**src/rtl/hazard_fwd_ctrl_if.sv**
```systemverilog
`default_nettype none
// ============================================================================
// Module   : hazard_fwd_ctrl_if
// Brief    : ID-stage instruction fields in, forwarding/stall/flush controls out.
// Revision : 1.0
// ============================================================================
interface hazard_fwd_ctrl_if #(
    parameter int REG_DIR_WIDTH = 3,
    parameter int CNT_WIDTH     = 16
);
    logic                     id_valid;
    logic [REG_DIR_WIDTH-1:0] id_rs;
    logic [REG_DIR_WIDTH-1:0] id_rt;
    logic                     id_uses_rs;
    logic                     id_uses_rt;
    logic [REG_DIR_WIDTH-1:0] id_WriteReg;
    logic                     id_RegWrite;
    logic                     id_MemRead;
    logic                     branch_taken;
    logic [1:0]               Forward_A;
    logic [1:0]               Forward_B;
    logic                     PCWrite;
    logic                     IFIDWrite;
    logic                     IDEX_bubble;
    logic                     IFID_flush;
    logic [CNT_WIDTH-1:0]     stall_count;
    logic [CNT_WIDTH-1:0]     flush_count;

    modport master (
        output id_valid, id_rs, id_rt, id_uses_rs, id_uses_rt,
               id_WriteReg, id_RegWrite, id_MemRead, branch_taken,
        input  Forward_A, Forward_B, PCWrite, IFIDWrite, IDEX_bubble,
               IFID_flush, stall_count, flush_count
    );

    modport slave (
        input  id_valid, id_rs, id_rt, id_uses_rs, id_uses_rt,
               id_WriteReg, id_RegWrite, id_MemRead, branch_taken,
        output Forward_A, Forward_B, PCWrite, IFIDWrite, IDEX_bubble,
               IFID_flush, stall_count, flush_count
    );
endinterface
`default_nettype wire

```
**src/rtl/hazard_fwd_ctrl.sv**
```systemverilog
`default_nettype none
// ============================================================================
// Module   : hazard_fwd_ctrl
// Brief    : MIPS pipeline forwarding, load-use stall and branch flush control.
// Revision : 1.0
// ============================================================================
module hazard_fwd_ctrl #(
    parameter int REG_DIR_WIDTH = 3,
    parameter int CNT_WIDTH     = 16
) (
    input  logic             clk,
    input  logic             reset,
    hazard_fwd_ctrl_if.slave bus
);
    localparam logic [1:0]           c_fwd_rf  = 2'd0;
    localparam logic [1:0]           c_fwd_wb  = 2'd1;
    localparam logic [1:0]           c_fwd_mem = 2'd2;
    localparam logic [CNT_WIDTH-1:0] c_cnt_max = '1;
    localparam logic [CNT_WIDTH-1:0] c_cnt_one = CNT_WIDTH'(1);

    // MEM/WB only need the fields that forwarding inspects.
    logic                     r_ex_v, r_ex_rw, r_ex_mr, r_ex_urs, r_ex_urt;
    logic [REG_DIR_WIDTH-1:0] r_ex_wr, r_ex_rs, r_ex_rt;
    logic                     r_mem_v, r_mem_rw;
    logic [REG_DIR_WIDTH-1:0] r_mem_wr;
    logic                     r_wb_v, r_wb_rw;
    logic [REG_DIR_WIDTH-1:0] r_wb_wr;
    logic [CNT_WIDTH-1:0]     r_stall_cnt, r_flush_cnt;

    logic w_mem_src, w_wb_src;
    logic w_lu, w_stall, w_flush;

    assign w_mem_src = r_mem_v & r_mem_rw & (r_mem_wr != '0);
    assign w_wb_src  = r_wb_v  & r_wb_rw  & (r_wb_wr  != '0);

    assign w_lu = r_ex_v & r_ex_mr & (r_ex_wr != '0) & bus.id_valid &
                  ((bus.id_uses_rs & (r_ex_wr == bus.id_rs)) |
                   (bus.id_uses_rt & (r_ex_wr == bus.id_rt)));

    // A taken branch squashes the dependent instruction, so it overrides the stall.
    assign w_flush = bus.branch_taken & ~reset;
    assign w_stall = w_lu & ~bus.branch_taken & ~reset;

    always_comb begin
        bus.Forward_A   = c_fwd_rf;
        bus.Forward_B   = c_fwd_rf;
        bus.PCWrite     = 1'b1;
        bus.IFIDWrite   = 1'b1;
        bus.IDEX_bubble = 1'b0;
        bus.IFID_flush  = 1'b0;
        if (!reset) begin
            if (r_ex_urs) begin
                if (w_mem_src && (r_mem_wr == r_ex_rs)) begin
                    bus.Forward_A = c_fwd_mem;
                end else if (w_wb_src && (r_wb_wr == r_ex_rs)) begin
                    bus.Forward_A = c_fwd_wb;
                end
            end
            if (r_ex_urt) begin
                if (w_mem_src && (r_mem_wr == r_ex_rt)) begin
                    bus.Forward_B = c_fwd_mem;
                end else if (w_wb_src && (r_wb_wr == r_ex_rt)) begin
                    bus.Forward_B = c_fwd_wb;
                end
            end
            bus.PCWrite     = ~w_stall;
            bus.IFIDWrite   = ~w_stall;
            bus.IDEX_bubble = w_stall | w_flush;
            bus.IFID_flush  = w_flush;
        end
    end

    always_ff @(posedge clk) begin
        if (reset) begin
            r_ex_v      <= 1'b0;
            r_ex_rw     <= 1'b0;
            r_ex_mr     <= 1'b0;
            r_ex_urs    <= 1'b0;
            r_ex_urt    <= 1'b0;
            r_ex_wr     <= '0;
            r_ex_rs     <= '0;
            r_ex_rt     <= '0;
            r_mem_v     <= 1'b0;
            r_mem_rw    <= 1'b0;
            r_mem_wr    <= '0;
            r_wb_v      <= 1'b0;
            r_wb_rw     <= 1'b0;
            r_wb_wr     <= '0;
            r_stall_cnt <= '0;
            r_flush_cnt <= '0;
        end else begin
            r_ex_v   <= bus.id_valid & ~(w_stall | w_flush);
            r_ex_rw  <= bus.id_RegWrite;
            r_ex_mr  <= bus.id_MemRead;
            r_ex_urs <= bus.id_uses_rs;
            r_ex_urt <= bus.id_uses_rt;
            r_ex_wr  <= bus.id_WriteReg;
            r_ex_rs  <= bus.id_rs;
            r_ex_rt  <= bus.id_rt;
            r_mem_v  <= r_ex_v;
            r_mem_rw <= r_ex_rw;
            r_mem_wr <= r_ex_wr;
            r_wb_v   <= r_mem_v;
            r_wb_rw  <= r_mem_rw;
            r_wb_wr  <= r_mem_wr;
            if (w_stall && (r_stall_cnt != c_cnt_max)) begin
                r_stall_cnt <= r_stall_cnt + c_cnt_one;
            end
            if (w_flush && (r_flush_cnt != c_cnt_max)) begin
                r_flush_cnt <= r_flush_cnt + c_cnt_one;
            end
        end
    end

    assign bus.stall_count = r_stall_cnt;
    assign bus.flush_count = r_flush_cnt;
endmodule
`default_nettype wire
```
**src/flat_wrapper.sv**
```systemverilog
// flat-port wrapper written by rule: the top's interface ports become plain ports
module hazard_fwd_ctrl_flat 
#(
    parameter int REG_DIR_WIDTH = 3,
    parameter int CNT_WIDTH     = 16
)
  (clk, reset, bus_id_valid, bus_id_rs, bus_id_rt, bus_id_uses_rs, bus_id_uses_rt, bus_id_WriteReg, bus_id_RegWrite, bus_id_MemRead, bus_branch_taken, bus_Forward_A, bus_Forward_B, bus_PCWrite, bus_IFIDWrite, bus_IDEX_bubble, bus_IFID_flush, bus_stall_count, bus_flush_count);
  hazard_fwd_ctrl_if #(.REG_DIR_WIDTH(REG_DIR_WIDTH), .CNT_WIDTH(CNT_WIDTH)) bus_i ();
  input  logic clk;
  input  logic reset;
  input wire logic [$bits(bus_i.id_valid)-1:0] bus_id_valid;
  input wire logic [$bits(bus_i.id_rs)-1:0] bus_id_rs;
  input wire logic [$bits(bus_i.id_rt)-1:0] bus_id_rt;
  input wire logic [$bits(bus_i.id_uses_rs)-1:0] bus_id_uses_rs;
  input wire logic [$bits(bus_i.id_uses_rt)-1:0] bus_id_uses_rt;
  input wire logic [$bits(bus_i.id_WriteReg)-1:0] bus_id_WriteReg;
  input wire logic [$bits(bus_i.id_RegWrite)-1:0] bus_id_RegWrite;
  input wire logic [$bits(bus_i.id_MemRead)-1:0] bus_id_MemRead;
  input wire logic [$bits(bus_i.branch_taken)-1:0] bus_branch_taken;
  output wire logic [$bits(bus_i.Forward_A)-1:0] bus_Forward_A;
  output wire logic [$bits(bus_i.Forward_B)-1:0] bus_Forward_B;
  output wire logic [$bits(bus_i.PCWrite)-1:0] bus_PCWrite;
  output wire logic [$bits(bus_i.IFIDWrite)-1:0] bus_IFIDWrite;
  output wire logic [$bits(bus_i.IDEX_bubble)-1:0] bus_IDEX_bubble;
  output wire logic [$bits(bus_i.IFID_flush)-1:0] bus_IFID_flush;
  output wire logic [$bits(bus_i.stall_count)-1:0] bus_stall_count;
  output wire logic [$bits(bus_i.flush_count)-1:0] bus_flush_count;
  assign bus_i.id_valid = bus_id_valid;
  assign bus_i.id_rs = bus_id_rs;
  assign bus_i.id_rt = bus_id_rt;
  assign bus_i.id_uses_rs = bus_id_uses_rs;
  assign bus_i.id_uses_rt = bus_id_uses_rt;
  assign bus_i.id_WriteReg = bus_id_WriteReg;
  assign bus_i.id_RegWrite = bus_id_RegWrite;
  assign bus_i.id_MemRead = bus_id_MemRead;
  assign bus_i.branch_taken = bus_branch_taken;
  assign bus_Forward_A = bus_i.Forward_A;
  assign bus_Forward_B = bus_i.Forward_B;
  assign bus_PCWrite = bus_i.PCWrite;
  assign bus_IFIDWrite = bus_i.IFIDWrite;
  assign bus_IDEX_bubble = bus_i.IDEX_bubble;
  assign bus_IFID_flush = bus_i.IFID_flush;
  assign bus_stall_count = bus_i.stall_count;
  assign bus_flush_count = bus_i.flush_count;
  hazard_fwd_ctrl #(.REG_DIR_WIDTH(REG_DIR_WIDTH), .CNT_WIDTH(CNT_WIDTH)) u_core (.clk(clk), .reset(reset), .bus(bus_i));
endmodule
```
**config.mk**
```make
export PLATFORM = sky130hd
export DESIGN_NAME = hazard_fwd_ctrl_flat
export DESIGN_NICKNAME = d
export VERILOG_FILES = /design/src/rtl/hazard_fwd_ctrl_if.sv /design/src/rtl/hazard_fwd_ctrl.sv /design/src/flat_wrapper.sv
export SDC_FILE = /design/constraint.sdc
export NUM_CORES = 1
export LEC_CHECK = 0
export CAP_MARGIN = 30
export CELL_PAD_IN_SITES_DETAIL_PLACEMENT = 1
export CELL_PAD_IN_SITES_GLOBAL_PLACEMENT = 2
export CORE_MARGIN = 2
export CORE_UTILIZATION = 30
export DETAILED_ROUTE_END_ITERATION = 16
export PLACE_DENSITY = 0.86
export SLEW_MARGIN = 20
export SYNTH_ARGS = -nofsm -noshare
export SYNTH_HDL_FRONTEND = slang
export SYNTH_SLANG_ARGS = --single-unit
```
**constraint.sdc**
```tcl
create_clock -name clk -period 2.15 [get_ports clk]
set_input_delay 0.43 -clock clk [delete_from_list [all_inputs] [get_ports clk]]
set_output_delay 0.43 -clock clk [all_outputs]
set_load 0.03 [all_outputs]
```
==> results.cfg <==
[clock_tree]
htree_levels = 2
clk_pin_slew_worst_paths_ns = 0.11
clockBufferDepth = 2
cts_sinks = 56
cts_made_buffers = 5
cts_root_buf = clkbuf_8
worstSkewPairLatency_ns = 0.32
cts_tree = done

[grt]
top_usage_layer = met2
grtUsageMet1_pct = 21.5
grtUsageTotal_pct = 16.7
use_met3_pct = 3.40
grt_pass1_wl_mm = 12.0
grtUsageMet2_pct = 28.2
antenna_found_initial = 0
grt_max_degree = 57
first_global_vias = 2474
grt_overflow_total = 0

[place]
place_congestion = 0.727
place_hpwl_mm = 4.88
pre_cts_ws_ns = -0.574
portBuffers = 56

[setup_path]
crit_arrival_ns = 1.84
crit_path_end_kind = output pin
path_class = reg2out
cp-start-kind = flop
critPathMaxFanout = 3
required_ns = 1.72

[layout]
drive_gt1_share_pct = 18.5
area_growth_pct = 40.7
fillCellCount = 967
fin_util_pct = 43.4
antennaDiodeCount = 0
final_common_cell = dfxtp_1
layout_common_cells = dfxtp_1, clkdlybuf4s50_1, nor2b_1, buf_4, nor2_1
fin_nets = 370

[drt]
remaining_drc_errors = 0
wl_per_cell_um = 15.7
via_per_inst = 5.14
first_pass_iters = 4
drt_iter0_drc = 45
antenna_left = 0
vias = 2348
routed_wl_mm = 7.16

[floorplanning]
die_area_mm2 = 0.00915
rows = 33
coreArea_mm2 = 0.00818
io_pins = 57
fp.dieW_um = 95.7
die_y_um = 95.7
start_util_pct = 30.8

[synthesis]
synth_seq_area_share_pct = 44.5
yosysTopAreaCellShare_pct = 44.5
netlist_area_mm2 = 0.00252
synth_nets = 296
synth_seq_cells = 56
synth_edf_count = 0
yosys_warnings = 0
ys.flop_type = dfxtp_1
ys_types = 43
avgSynthCellArea_um2 = 9.10
synth_largest_area_cell = dfxtp_1
synth_area_leaders = dfxtp_1, nor2b_1, xnor2_1, nand4_1, xor2_1
async_flop_share_pct = 0
synthCells = 277

[timing]
setup_ws_ns = -0.124
rsz0062_at_grt = yes
finClkSkew_ns = 0.00838
relSlewSlack_pct = 66.1
min_period_over_period_pct = 106
min_period_ns = 2.27
max_slew.worst_pin.slew_ns = 0.501
final_hold_viol_count = 0
slew_viol_final = 0
setup_viol = 4
fmax_mhz = 440

[power_and_ir_drop]
irDropWorstVdd_mv = 0.255
p_seq_share_pct = 58.4
p_per_area_mw_per_mm2 = 524
p_comb_share_pct = 8.4
pwr-share-clk_pct = 33.2
p_sw_mw = 0.476
p_int_mw = 1.38
switching_share_pct = 25.6
power.leakage_nw = 1.23

[worst_hold_path]
hold_path.class = reg2reg

[run_status]
violations = negative setup slack
outcome = finished, violations left

[job]
max-cap-violations = 0
[power groups by stage]
stage               registers, mW  logic [mW]  clock network, mW
finish                       1.09       0.156              0.616
global route                 1.09       0.171              0.679
CTS                          1.08       0.151              0.637
detailed placement           1.10       0.150                  0
global placement             1.10       0.147                  0
floorplan                    1.11      0.0710                  0
[worst paths after layout]
check / from / end / slack [ns] / cells after the start
setup / recovery: u_core.r_ex_wr[0]$_SDFF_PP0_ / bus_IDEX_bubble / -0.12 / 7
hold / removal: u_core.r_ex_rw$_SDFF_PP0_ / u_core.r_mem_rw$_SDFF_PP0_ / 0.45 / 1
setup reg to reg: u_core.r_ex_wr[0]$_SDFF_PP0_ / u_core.bus.stall_count[7]$_SDFFE_PP0P_ / -0.03 / 8
hold reg to reg: u_core.r_ex_rw$_SDFF_PP0_ / u_core.r_mem_rw$_SDFF_PP0_ / 0.45 / 1
[synthesized netlist by cell type (6+ instances only)]
| cell type | instances |
|---|---|
| xnor2_1 | 17 |
| clkbuf_1 | 9 |
| nand2_1 | 14 |
| xor2_1 | 11 |
| dfxtp_1 | 56 |
| and3_1 | 6 |
| nor2_1 | 19 |
| inv_1 | 6 |
| nand3_1 | 8 |
| o31ai_1 | 8 |
| nor3_1 | 9 |
| nand4_1 | 16 |
| nor2b_1 | 25 |
| or4_1 | 7 |
| a21oi_1 | 18 |
[state kept, by name (all words and copies together) (netlist names), 3 cells and up]
name,flops
u_core.r_ex_rt,3
u_core.bus.flush_count,16
u_core.r_wb_wr,3
u_core.r_ex_wr,3
u_core.bus.stall_count,16
u_core.r_ex_rs,3
u_core.r_mem_wr,3
[per-stage QoR]
stage	instance area, um2	hold WS (ns)	cells	power, mW	setup TNS, ns
2_1_floorplan	2530	0.414	277	1.18	0
3_3_place_gp	3280	0.418	445	1.25	-7.69
3_5_place_dp	3280	0.430	445	1.25	-8.46
4_1_cts	3490	0.443	458	1.87	-0.885
5_1_grt	3540	0.466	457	1.94	-0.740
6_report	3540	0.447	457	1.86	-0.213
[worst max-delay path: stages (launching register included)]
cell and delay [ns]:
dfxtp_2 0.35, nor3_2 0.05, or4b_4 0.53, a21oi_4 0.18, inv_4 0.07, buf_12 0.13, o21ai_4 0.06, buf_6 0.15
[cells by family after synthesis]
| family | count (synthesis) | synth area share, % |
|---|---|---|
| AND/OR/NAND/NOR | 124 | 28.3 |
| flip-flops | 56 | 44.5 |
| AO/OA/AOI/OAI | 47 | 12.5 |
| XOR/XNOR | 28 | 9.73 |
| buffers and inverters | 18 | 3.23 |
| multiplexers | 2 | 0.844 |
| adder cells (fa/ha/maj) | 2 | 0.993 |
[repair_timing]
item | in CTS | in global routing
setup buffers | 4 | 0
endpoints found under the setup margin | 18 | 18
pin swaps | 8 | 10
cloned | 1 | 0
endpoints found under the hold margin | 0 | 0
hold buffers | 0 | 0
resized for setup | 33 | 23
[per-layer routing]
metal  vias to the layer above  wire, um
met5                         -         0
met4                         0        92
met3                         8       282
met2                        44      3470
met1                      1142      3310
li1                       1154         -
[area by class of cell]
type | instances | area (um2) | area share (%)
Inverter | 7 | 32.5 | 0.918
Sequential cell | 56 | 1130 | 31.9
Tap cell | 105 | 131 | 3.71
Clock buffer | 5 | 68.8 | 1.94
Timing Repair Buffer | 78 | 728 | 20.5
Clock inverter | 3 | 26.3 | 0.741
Multi-Input combinational cell | 203 | 1430 | 40.3
Note: power is estimated with default switching activity, not from simulation.
